==> src/rtl/hazard_stall_ctrl_pkg.sv <==
// Shared pipeline-control types: FSM states, NOP encoding and the per-stage
// enable/flush bundle consumed by the pipeline registers.
package pipe_ctrl_pkg;

   typedef enum logic {RUN, LOAD_STALL} state_e;

   localparam logic [31:0] NOP_INSN = 32'h0000_0013;  // addi x0, x0, 0

   typedef struct packed {
      logic pc_wen;
      logic if_id_wen;
      logic if_id_flush;
      logic id_ex_wen;
      logic id_ex_flush;
      logic ex_mem_wen;
      logic mem_wb_flush;
   } stage_ctrl_t;

   localparam stage_ctrl_t CTRL_DEFAULT = '{pc_wen: 1'b1, if_id_wen: 1'b1, if_id_flush: 1'b0,
                                            id_ex_wen: 1'b1, id_ex_flush: 1'b0, ex_mem_wen: 1'b1,
                                            mem_wb_flush: 1'b0};
   localparam stage_ctrl_t CTRL_RESET   = '{pc_wen: 1'b0, if_id_wen: 1'b0, if_id_flush: 1'b1,
                                            id_ex_wen: 1'b0, id_ex_flush: 1'b1, ex_mem_wen: 1'b0,
                                            mem_wb_flush: 1'b1};
   localparam stage_ctrl_t CTRL_FREEZE  = '{pc_wen: 1'b0, if_id_wen: 1'b0, if_id_flush: 1'b0,
                                            id_ex_wen: 1'b0, id_ex_flush: 1'b0, ex_mem_wen: 1'b0,
                                            mem_wb_flush: 1'b1};
   localparam stage_ctrl_t CTRL_BRANCH  = '{pc_wen: 1'b1, if_id_wen: 1'b1, if_id_flush: 1'b1,
                                            id_ex_wen: 1'b1, id_ex_flush: 1'b1, ex_mem_wen: 1'b1,
                                            mem_wb_flush: 1'b0};
   localparam stage_ctrl_t CTRL_BUBBLE  = '{pc_wen: 1'b0, if_id_wen: 1'b0, if_id_flush: 1'b0,
                                            id_ex_wen: 1'b1, id_ex_flush: 1'b1, ex_mem_wen: 1'b1,
                                            mem_wb_flush: 1'b0};

   // Load in EX writes a register the ID instruction actually reads; x0 never hazards.
   function automatic logic load_use_hit(input logic mem_read, input logic [4:0] rd,
                                         input logic [4:0] rs1, input logic [4:0] rs2,
                                         input logic rs1_used, input logic rs2_used);
      return mem_read && (rd != 5'd0) &&
             ((rs1_used && (rd == rs1)) || (rs2_used && (rd == rs2)));
   endfunction

endpackage

==> src/rtl/hazard_stall_ctrl_if.sv <==
// Hazard-controller bus: hazard sources from the pipeline (master) and the
// stage enables, flushes and status returned by the controller (slave).
interface hazard_stall_ctrl_if #(
   parameter int CNT_W = 16
);
   logic             ID_EX_MemRead;
   logic [4:0]       Rd_ID_EX;
   logic [4:0]       Rs1_IF_ID;
   logic [4:0]       Rs2_IF_ID;
   logic             Rs1_Used;
   logic             Rs2_Used;
   logic             Branch_Taken;
   logic             Dmem_Busy;
   logic             PC_WEN;
   logic             IF_ID_WEN;
   logic             IF_ID_Flush;
   logic             ID_EX_WEN;
   logic             ID_EX_Flush;
   logic             EX_MEM_WEN;
   logic             MEM_WB_Flush;
   logic             Mem_Timeout;
   logic [CNT_W-1:0] Stall_Cnt;
   logic [CNT_W-1:0] Flush_Cnt;

   modport master (
      output ID_EX_MemRead, Rd_ID_EX, Rs1_IF_ID, Rs2_IF_ID, Rs1_Used, Rs2_Used,
             Branch_Taken, Dmem_Busy,
      input  PC_WEN, IF_ID_WEN, IF_ID_Flush, ID_EX_WEN, ID_EX_Flush, EX_MEM_WEN,
             MEM_WB_Flush, Mem_Timeout, Stall_Cnt, Flush_Cnt
   );

   modport slave (
      input  ID_EX_MemRead, Rd_ID_EX, Rs1_IF_ID, Rs2_IF_ID, Rs1_Used, Rs2_Used,
             Branch_Taken, Dmem_Busy,
      output PC_WEN, IF_ID_WEN, IF_ID_Flush, ID_EX_WEN, ID_EX_Flush, EX_MEM_WEN,
             MEM_WB_Flush, Mem_Timeout, Stall_Cnt, Flush_Cnt
   );
endinterface

==> src/rtl/hazard_stall_ctrl_sat_counter.sv <==
// Saturating event counter: holds at all-ones instead of wrapping.
module sat_counter #(
   parameter int W = 16
)(
   input  logic         clk,
   input  logic         rst,
   input  logic         clear,
   input  logic         inc,
   output logic [W-1:0] cnt
);
   always_ff @(posedge clk or posedge rst) begin
      if (rst)
         cnt <= '0;
      else if (clear)
         cnt <= '0;
      else if (inc && (cnt != {W{1'b1}}))
         cnt <= cnt + 1'b1;
   end
endmodule

==> src/rtl/hazard_stall_ctrl.sv <==
// Stall/flush controller for the 5-stage core: memory freeze, taken-branch
// flush and multi-bubble load-use stalls, plus timeout flag and perf counters.
module hazard_stall_ctrl
   import pipe_ctrl_pkg::*;
#(
   parameter int LOAD_LAT    = 1,
   parameter int MEM_TIMEOUT = 255,
   parameter int CNT_W       = 16
)(
   input logic                clk,
   input logic                rst,
   hazard_stall_ctrl_if.slave bus
);
   // Bubble counter only needs to hold LOAD_LAT-1 (the first bubble is issued from RUN).
   localparam int BUB_W  = (LOAD_LAT > 1) ? $clog2(LOAD_LAT) : 1;
   localparam int BUSY_W = $clog2(MEM_TIMEOUT + 1);
   localparam logic [BUSY_W-1:0] BUSY_MAX = BUSY_W'(MEM_TIMEOUT);

   state_e             state, state_n;
   logic [BUB_W-1:0]   bub, bub_n;
   logic [BUSY_W-1:0]  busy_cnt, busy_inc;
   logic               timeout;
   logic               lu;
   stage_ctrl_t        ctrl;

   assign lu = load_use_hit(bus.ID_EX_MemRead, bus.Rd_ID_EX, bus.Rs1_IF_ID, bus.Rs2_IF_ID,
                            bus.Rs1_Used, bus.Rs2_Used);

   always_comb begin
      ctrl    = CTRL_DEFAULT;
      state_n = state;
      bub_n   = bub;
      if (rst) begin
         ctrl = CTRL_RESET;
      end else if (bus.Dmem_Busy) begin
         ctrl = CTRL_FREEZE;
      end else if (bus.Branch_Taken) begin
         ctrl    = CTRL_BRANCH;
         state_n = RUN;
         bub_n   = '0;
      end else if (state == LOAD_STALL) begin
         ctrl  = CTRL_BUBBLE;
         bub_n = bub - 1'b1;
         if (bub == BUB_W'(1))
            state_n = RUN;
      end else if (lu) begin
         ctrl = CTRL_BUBBLE;
         if (LOAD_LAT > 1) begin
            state_n = LOAD_STALL;
            bub_n   = BUB_W'(LOAD_LAT - 1);
         end
      end
   end

   always_ff @(posedge clk or posedge rst) begin
      if (rst) begin
         state <= RUN;
         bub   <= '0;
      end else begin
         state <= state_n;
         bub   <= bub_n;
      end
   end

   assign busy_inc = (busy_cnt == BUSY_MAX) ? busy_cnt : busy_cnt + 1'b1;

   always_ff @(posedge clk or posedge rst) begin
      if (rst) begin
         busy_cnt <= '0;
         timeout  <= 1'b0;
      end else if (bus.Dmem_Busy) begin
         busy_cnt <= busy_inc;
         if (busy_inc == BUSY_MAX)
            timeout <= 1'b1;
      end else begin
         busy_cnt <= '0;
      end
   end

   sat_counter #(.W(CNT_W)) u_stall_cnt (
      .clk   (clk),
      .rst   (rst),
      .clear (1'b0),
      .inc   (!ctrl.pc_wen),
      .cnt   (bus.Stall_Cnt)
   );

   sat_counter #(.W(CNT_W)) u_flush_cnt (
      .clk   (clk),
      .rst   (rst),
      .clear (1'b0),
      .inc   (!bus.Dmem_Busy && bus.Branch_Taken),
      .cnt   (bus.Flush_Cnt)
   );

   assign bus.PC_WEN       = ctrl.pc_wen;
   assign bus.IF_ID_WEN    = ctrl.if_id_wen;
   assign bus.IF_ID_Flush  = ctrl.if_id_flush;
   assign bus.ID_EX_WEN    = ctrl.id_ex_wen;
   assign bus.ID_EX_Flush  = ctrl.id_ex_flush;
   assign bus.EX_MEM_WEN   = ctrl.ex_mem_wen;
   assign bus.MEM_WB_Flush = ctrl.mem_wb_flush;
   assign bus.Mem_Timeout  = timeout;
endmodule

==> src/flat_wrapper.sv <==
// flat-port wrapper written by rule: the top's interface ports become plain ports
module hazard_stall_ctrl_flat import pipe_ctrl_pkg::*;
#(
   parameter int LOAD_LAT    = 1,
   parameter int MEM_TIMEOUT = 255,
   parameter int CNT_W       = 16
)
  (clk, rst, bus_ID_EX_MemRead, bus_Rd_ID_EX, bus_Rs1_IF_ID, bus_Rs2_IF_ID, bus_Rs1_Used, bus_Rs2_Used, bus_Branch_Taken, bus_Dmem_Busy, bus_PC_WEN, bus_IF_ID_WEN, bus_IF_ID_Flush, bus_ID_EX_WEN, bus_ID_EX_Flush, bus_EX_MEM_WEN, bus_MEM_WB_Flush, bus_Mem_Timeout, bus_Stall_Cnt, bus_Flush_Cnt);
  hazard_stall_ctrl_if #(.CNT_W(CNT_W)) bus_i ();
  input logic clk;
  input logic rst;
  input wire logic [$bits(bus_i.ID_EX_MemRead)-1:0] bus_ID_EX_MemRead;
  input wire logic [$bits(bus_i.Rd_ID_EX)-1:0] bus_Rd_ID_EX;
  input wire logic [$bits(bus_i.Rs1_IF_ID)-1:0] bus_Rs1_IF_ID;
  input wire logic [$bits(bus_i.Rs2_IF_ID)-1:0] bus_Rs2_IF_ID;
  input wire logic [$bits(bus_i.Rs1_Used)-1:0] bus_Rs1_Used;
  input wire logic [$bits(bus_i.Rs2_Used)-1:0] bus_Rs2_Used;
  input wire logic [$bits(bus_i.Branch_Taken)-1:0] bus_Branch_Taken;
  input wire logic [$bits(bus_i.Dmem_Busy)-1:0] bus_Dmem_Busy;
  output wire logic [$bits(bus_i.PC_WEN)-1:0] bus_PC_WEN;
  output wire logic [$bits(bus_i.IF_ID_WEN)-1:0] bus_IF_ID_WEN;
  output wire logic [$bits(bus_i.IF_ID_Flush)-1:0] bus_IF_ID_Flush;
  output wire logic [$bits(bus_i.ID_EX_WEN)-1:0] bus_ID_EX_WEN;
  output wire logic [$bits(bus_i.ID_EX_Flush)-1:0] bus_ID_EX_Flush;
  output wire logic [$bits(bus_i.EX_MEM_WEN)-1:0] bus_EX_MEM_WEN;
  output wire logic [$bits(bus_i.MEM_WB_Flush)-1:0] bus_MEM_WB_Flush;
  output wire logic [$bits(bus_i.Mem_Timeout)-1:0] bus_Mem_Timeout;
  output wire logic [$bits(bus_i.Stall_Cnt)-1:0] bus_Stall_Cnt;
  output wire logic [$bits(bus_i.Flush_Cnt)-1:0] bus_Flush_Cnt;
  assign bus_i.ID_EX_MemRead = bus_ID_EX_MemRead;
  assign bus_i.Rd_ID_EX = bus_Rd_ID_EX;
  assign bus_i.Rs1_IF_ID = bus_Rs1_IF_ID;
  assign bus_i.Rs2_IF_ID = bus_Rs2_IF_ID;
  assign bus_i.Rs1_Used = bus_Rs1_Used;
  assign bus_i.Rs2_Used = bus_Rs2_Used;
  assign bus_i.Branch_Taken = bus_Branch_Taken;
  assign bus_i.Dmem_Busy = bus_Dmem_Busy;
  assign bus_PC_WEN = bus_i.PC_WEN;
  assign bus_IF_ID_WEN = bus_i.IF_ID_WEN;
  assign bus_IF_ID_Flush = bus_i.IF_ID_Flush;
  assign bus_ID_EX_WEN = bus_i.ID_EX_WEN;
  assign bus_ID_EX_Flush = bus_i.ID_EX_Flush;
  assign bus_EX_MEM_WEN = bus_i.EX_MEM_WEN;
  assign bus_MEM_WB_Flush = bus_i.MEM_WB_Flush;
  assign bus_Mem_Timeout = bus_i.Mem_Timeout;
  assign bus_Stall_Cnt = bus_i.Stall_Cnt;
  assign bus_Flush_Cnt = bus_i.Flush_Cnt;
  hazard_stall_ctrl #(.LOAD_LAT(LOAD_LAT), .MEM_TIMEOUT(MEM_TIMEOUT), .CNT_W(CNT_W)) u_core (.clk(clk), .rst(rst), .bus(bus_i));
endmodule
==> config.mk <==
export PLATFORM = sky130hd
export DESIGN_NAME = hazard_stall_ctrl_flat
export DESIGN_NICKNAME = d
export VERILOG_FILES = /design/src/rtl/hazard_stall_ctrl_pkg.sv /design/src/rtl/hazard_stall_ctrl_if.sv /design/src/rtl/hazard_stall_ctrl_sat_counter.sv /design/src/rtl/hazard_stall_ctrl.sv /design/src/flat_wrapper.sv
export SDC_FILE = /design/constraint.sdc
export NUM_CORES = 1
export LEC_CHECK = 0
export ABC_CLOCK_PERIOD_IN_PS = 2600
export BUFFER_PORTS_ARGS = -buffer_cell sky130_fd_sc_hd__buf_2
export CORE_AREA = 2 2 70 72
export DETAILED_ROUTE_END_ITERATION = 16
export DIE_AREA = 0 0 72 74
export PLACE_DENSITY = 0.77
export REMOVE_ABC_BUFFERS = 1
export SKIP_CTS_REPAIR_TIMING = 1
export SYNTH_ARGS = -nofsm -noshare
export SYNTH_HDL_FRONTEND = slang
export SYNTH_SLANG_ARGS = --single-unit
==> constraint.sdc <==
create_clock -name clk -period 2.6 [get_ports clk]
set_input_delay 0 -clock clk [delete_from_list [all_inputs] [get_ports clk]]
set_output_delay 0 -clock clk [all_outputs]
set_load 0.005 [all_outputs]
==> reports/results.tsv, run 1 <==
stage	metric	value	unit
run_status	run_status	complete, no violations	
power_and_ir_drop	power_density	640.9	nW/um2
worst_setup_path	r2r_end	u_core.bus.Mem_Timeout	
cells_and_area	area_growth	19.96	%
detailed_routing	routedWlPerCell	13.42	um
detailed_routing	drtIter0Drc	106	
clock_network	numCtsBuffers	5	
floorplan	start_util	49.63	%
worst_setup_path	critPathLaunchType	flop	
clock_network	cts_sinks	43	
worst_setup_path	crit_family	simple AND/OR/NAND/NOR gates	
power_and_ir_drop	ir_drop	0.4487	mV
synthesis	syn_area	2282	um2
synthesis	avgSynthCellArea	10.19	um2
timing	hold_violations	0	
synthesis	ys_seq_area_share	47.15	%
cells_and_area	most-common-layout-cells	buf_2, dfrtp_1, xnor2_1, nand2_1	
cells_and_area	final_core_util	59.54	%
cells_and_area	fin_cells	346	
clock_network	clock_latency	0.30	ns
timing	fin_hold_ws	0.07869	ns
worst_setup_path	cp_common_cell	nand3_1	
timing	min_period_over_period	77.08	%
global_route	first_global_vias	1838	
detailed_routing	drtAntennaViolNets	0	
detailed_routing	wl	4643	um
placed_design	dp_cells	336	
synthesis	synth_ff_type	dfrtp_1	
worst_setup_path	worstSetupPathType	flop to flop	
worst_setup_path	critPathRequiredTime	2.79	ns
cells_and_area	antennaDiodeCount	0	
synthesis	synth_edf_count	0	
timing	rsz0062_at_grt	no	
synthesis	synth_seq_cells	43	
floorplan	chipHeight	74	um
worst_hold_path	hold_path_startpoint	bus_Branch_Taken	
worst_setup_path	path_max_fanout	7	
worst_setup_path	rr_worst_depth	7	
placed_design	portBuffers	61	
detailed_routing	vias_per_cell	5.332	
job	maxCapViolCount	0	
synthesis	ys_async_sr_fraction	100.0	%
timing	tightest_slew	0.5426	ns
worst_setup_path	r2r-start	u_core.busy_cnt[0]	
global_route	overflow	0	
placed_design	hpwl	3433	um
power_and_ir_drop	total_power	1.754	mW
worst_setup_path	slowest_delay	0.48	ns
floorplan	die_width	72	um
cells_and_area	drive_gt1_share	29.45	%
detailed_routing	drc	0	
worst_setup_path	path_cells	ha_1 -> nand3_1 -> or2_2 -> nand3_1 -> xor2_1 -> nor2_1 -> a41o_1	
floorplan	ios	62	
global_route	grt_antenna_before_repair	0	
synthesis	synth_cells	224	
timing	drv_slew	0	
worst_setup_path	path_buf_inv	0	
worst_hold_path	hold_depth	3	
worst_setup_path	worstSetupPathDepth	7	
timing	slew_headroom	63.82	%
floorplan	dieArea	5328	um2
cells_and_area	num-nets-final	316	
floorplan	num_rows	25	
placed_design	place_area	2633	um2
clock_network	htree_num_levels	2	
timing	worst_slack	0.5958	ns
timing	min_period	2.004	ns
detailed_routing	dr.pass1.iters	4	
synthesis	synth.distinct_cells	48	
global_route	grt_pass1_wl	8114	um
global_route	grt_usage	19.42	%
worst_setup_path	critPathCaptureType	flop	
worst_hold_path	hold_path.class	input pin to flop	
timing	tns	0	ns
worst_setup_path	slowest_stage	dfrtp_1	
clock_network	clkTransAtPathRegs	0.08	ns
worst_hold_path	hold_end	u_core.state	
cells_and_area	design_area	2738	um2
clock_network	root_buffer	clkbuf_8	
timing	skew	0.009487	ns
timing	clock.fmax	499.0	MHz
timing	setup_viol	0	
power_and_ir_drop	leakage	1.296	nW
detailed_routing	num_vias	1845	
worst_setup_path	ff2ff_setup_slack	0.60	ns
worst_setup_path	arrival	2.20	ns
synthesis	ys_warn_count	0	
placed_design	gp_congestion	0.8815	
cells_and_area	mostFrequentLayoutCell	buf_2	
placed_design	dp_slack	0.6166	ns
global_route	grt_max_degree	45	
floorplan	coreArea	4598	um2
clock_network	cts_buffer_depth	2	
clock_network	cts_tree	yes	
==> power by group <==
part           switching (mW)  internal [mW]  leakage, nW  total (mW)
Sequential              0.144          0.775        0.574       0.919
Clock                   0.231          0.188       0.0412       0.419
Combinational           0.195          0.222        0.680       0.416
Total                   0.569           1.18         1.30        1.75
==> cells by family (layout without fill, tap and decap cells) <==
kind of cell    after synthesis  count (layout)  synth area share, %
buf+inv                      10              78                2.302
compound gates               29              29                9.211
flops                        43              43                47.15
xor+xnor                     41              41                15.73
fa+ha+maj                     3               3                1.645
simple gates                 95              95                22.48
mux                           3               3                1.480
==> worst max-delay path by stage <==
stage / start / end / slack (ns)
finish: u_core.busy_cnt[0] / u_core.bus.Mem_Timeout / 0.60
global route: u_core.u_stall_cnt.cnt[0] / u_core.u_stall_cnt.cnt[1] / 0.38
CTS: u_core.u_stall_cnt.cnt[0] / u_core.u_stall_cnt.cnt[1] / 0.60
detailed placement: u_core.u_stall_cnt.cnt[0] / u_core.u_stall_cnt.cnt[1] / 0.62
global placement: u_core.u_stall_cnt.cnt[0] / u_core.u_stall_cnt.cnt[1] / 0.63
floorplan: u_core.busy_cnt[0] / u_core.bus.Mem_Timeout / 0.78
==> area by class of cell <==
type / count / area [um2]
clock buffer: 6 / 72.57
tap: 54 / 67.56
sequential: 43 / 1076
fill: 403 / 1861
inverter: 6 / 22.52
timing repair buffer: 64 / 332.8
multi-input combinational: 171 / 1154
clock inverter: 2 / 12.51
==> synth_stat cells, drive strengths merged (5+ instances only) <==
cell   count  area (um2)
a21oi      5       28.78
and3      10       72.57
dfrtp     43        1076
inv        6       22.52
nand2     26       100.1
nand3     15       75.07
nand4     15       93.84
nor2      13       51.30
nor3       6       46.30
o21ai      8       43.79
xnor2     34       297.8
xor2       7       61.31
==> state kept, by name, indices dropped and copies added, names as in the netlist <==
signal / count
u_core.state: 1
u_core.busy_cnt: 8
u_core.bub: 1
u_core.u_stall_cnt.cnt: 16
u_core.u_flush_cnt.cnt: 16
u_core.bus.Mem_Timeout: 1
==> routing by layer <==
layer | global-route usage (%) | up-vias | wire length [um]
met5 | 0 | - | 0
met1 | 25.44 | 869 | 2118
met3 | 5.691 | 5 | 235
met4 | 4.822 | 0 | 38
met2 | 32.10 | 47 | 2251
li1 | - | 924 | -
==> worst reg2reg max path: stages, from the launching register on <==
cell     delay, ns
dfrtp_1       0.48
ha_1          0.31
nand3_1       0.16
or2_2         0.37
nand3_1       0.11
xor2_1        0.18
nor2_1        0.07
a41o_1        0.20
Power figures use the tool's default switching activity.
==> run 2: changes to the inputs <==
--- a/config.mk
+++ b/config.mk
@@ -5,7 +5,7 @@
 export SDC_FILE = /design/constraint.sdc
 export NUM_CORES = 1
 export LEC_CHECK = 0
-export ABC_CLOCK_PERIOD_IN_PS = 2600
+export ABC_CLOCK_PERIOD_IN_PS = 1850
 export BUFFER_PORTS_ARGS = -buffer_cell sky130_fd_sc_hd__buf_2
 export CORE_AREA = 2 2 70 72
 export DETAILED_ROUTE_END_ITERATION = 16
==> constraint.sdc (replaced) <==
create_clock -name clk -period 1.85 [get_ports clk]
set_input_delay 0 -clock clk [delete_from_list [all_inputs] [get_ports clk]]
set_output_delay 0 -clock clk [all_outputs]
set_load 0.005 [all_outputs]
==> reports/results.tsv, run 2 (synthesized netlist as in run 1, its figures left out) <==
stage	metric	value	unit	change
clock_network	root_buffer	clkbuf_8		
clock_network	cts_buffer_depth	2		unchanged
clock_network	cts_sinks	43		unchanged
cells_and_area	num-nets-final	338		+7.0%
clock_network	clock_latency	0.30	ns	about the same
cells_and_area	fillerInstances	384		-4.7%
placed_design	portBuffers	61		unchanged
floorplan	ios	62		unchanged
global_route	grt_pass1_wl	8183	um	+0.85%
clock_network	cts_tree	yes		
cells_and_area	seqCellArea	1077	um2	+0.12%
power_and_ir_drop	swShare	31.43	%	-1.0 points
power_and_ir_drop	clkPwrFrac	24.9	%	+1.0 points
run_status	run_status	complete, no violations		
global_route	grt_max_degree	44		-2.2%
power_and_ir_drop	seqPwrFrac	46.8	%	-5.6 points
timing	fin_hold_ws	0.08567	ns	+0.006981 ns
worst_setup_path	critPathCaptureType	flop		
floorplan	start_util	49.63	%	unchanged
floorplan	num_rows	25		unchanged
global_route	first_global_vias	1827		-0.60%
power_and_ir_drop	leakage	1.428	nW	+10%
cells_and_area	mostFrequentLayoutCell	buf_2		
cells_and_area	multi_input_area	1194	um2	+3.5%
power_and_ir_drop	ir_drop	0.5731	mV	+28%
power_and_ir_drop	power_density	908.4	nW/um2	+42%
detailed_routing	drtAntennaViolNets	0		unchanged
worst_hold_path	hold_path.class	input pin to flop		
clock_network	htree_num_levels	2		unchanged
clock_network	numCtsBuffers	5		unchanged
cells_and_area	fin_cells	368		+6.4%
cells_and_area	drive_gt1_share	36.31	%	+6.9 points
global_route	grt_usage	19.73	%	+0.31 points
cells_and_area	most-common-layout-cells	buf_2, dfrtp_1, xnor2_1, nand2_1, buf_4		
power_and_ir_drop	internal_power	1.845	mW	+56%
cells_and_area	antennaDiodeCount	0		unchanged
global_route	overflow	0		unchanged
placed_design	dp_slack	0.02197	ns	-0.5946 ns
cells_and_area	design_area	2963	um2	+8.2%
cells_and_area	largest_registers	u_core.u_flush_cnt.cnt: 16 flops, u_core.u_stall_cnt.cnt: 16 flops, u_core.busy_cnt: 8 flops		
timing	skew	0.006198	ns	-0.003289 ns
timing	worst_slack	0.08095	ns	-0.5149 ns
timing	tns	0	ns	unchanged
floorplan	coreArea	4598	um2	unchanged
worst_setup_path	path_max_fanout	15		+8
clock_network	clkTransAtPathRegs	0.08	ns	about the same
detailed_routing	dr.pass1.iters	5		+1
placed_design	hpwl	3595	um	+4.7%
power_and_ir_drop	total_power	2.691	mW	+53%
detailed_routing	vias_per_cell	5.277		-1.0%
timing	min_period_over_period	95.62	%	+19 points
timing	clock.fmax	565.3	MHz	+13%
placed_design	gp_congestion	0.8576		-2.7%
worst_setup_path	worstSetupPathType	flop to flop		
cells_and_area	area_growth	29.82	%	
detailed_routing	num_vias	1942		+5.3%
worst_setup_path	critPathLaunchType	flop		
floorplan	chipHeight	74	um	unchanged
power_and_ir_drop	p_sw	0.8460	mW	+49%
floorplan	dieArea	5328	um2	unchanged
placed_design	place_area	2760	um2	+4.8%
floorplan	die_width	72	um	unchanged
timing	setup_viol	0		unchanged
detailed_routing	routedWlPerCell	13.64	um	+1.7%
timing	rsz0062_at_grt	yes		
worst_setup_path	arrival	1.95	ns	-0.25 ns
timing	hold_violations	0		unchanged
job	maxCapViolCount	0		unchanged
power_and_ir_drop	pwr-share-comb	28.3	%	+4.6 points
timing	drv_slew	0		unchanged
worst_setup_path	critPathRequiredTime	2.03	ns	-0.76 ns
placed_design	dp_cells	353		+5.1%
cells_and_area	final_core_util	64.44	%	+4.9 points
detailed_routing	drtIter0Drc	102		-3.8%
timing	min_period	1.769	ns	-0.2351 ns
timing	tightest_slew	0.5223	ns	-0.02030 ns
detailed_routing	drc	0		unchanged
timing	slew_headroom	65.18	%	+1.4 points
detailed_routing	wl	5020	um	+8.1%
global_route	grt_antenna_before_repair	0		unchanged
==> run 2: cell types whose count changed in the layout (fill, tap and decap cells not counted), moves of 2 or more <==
cell      delta
clkbuf_8     +2
and3_4       +2
and3_1       -2
buf_4       +22
==> run 2: critical path: stages (launching register included) <==
cell     delay, ns
dfrtp_1       0.39
ha_1          0.20
nand4_1       0.14
nor4_2        0.33
nor3_1        0.08
nand2_1       0.11
nand2_4       0.12
mux2_2        0.29
==> run 2: path summary, 6_finish.rpt <==
| kind | endpoint | slack [ns] | cells after the start | startpoint |
|---|---|---|---|---|
| min in group asynchronous | u_core.busy_cnt[4] | 0.39 | 4 | rst |
| worst max-delay path | u_core.u_stall_cnt.cnt[1] | 0.08 | 7 | u_core.u_stall_cnt.cnt[1] |
| worst min-delay path | u_core.state | 0.09 | 3 | bus_Branch_Taken |
| worst max register to register | u_core.u_stall_cnt.cnt[1] | 0.08 | 7 | u_core.u_stall_cnt.cnt[1] |
| worst min register to register | u_core.bus.Mem_Timeout | 0.47 | 1 | u_core.bus.Mem_Timeout |
| max in group asynchronous | u_core.u_stall_cnt.cnt[4] | 1.08 | 4 | rst |
==> run 2: final cells by class <==
cell class / instances / share of cell area [%]
multi-input combinational: 171 / 40.29
inverter: 6 / 0.7601
timing repair buffer: 86 / 16.81
clock inverter: 1 / 0.2534
tap: 54 / 2.280
sequential: 43 / 36.36
clock buffer: 7 / 3.252
==> run 2: power by group through the flow <==
| stage | clock network [mW] | logic [mW] | registers [mW] |
|---|---|---|---|
| 3_3_place_gp | 0 | 0.683 | 1.27 |
| 3_5_place_dp | 0 | 0.703 | 1.27 |
| 2_1_floorplan | 0 | 0.329 | 1.29 |
| 5_1_grt | 0.730 | 0.855 | 1.28 |
| 6_report | 0.670 | 0.763 | 1.26 |
| 4_1_cts | 0.690 | 0.710 | 1.26 |
==> run 2: layer usage <==
metal  wire, um  global-route usage, %  vias to the layer above
met5          0                      0                        -
met4         83                  7.338                        0
met3        222                  5.962                        9
met2       2428                  31.58                       49
met1       2286                  25.57                      913
li1           -                      -                      971
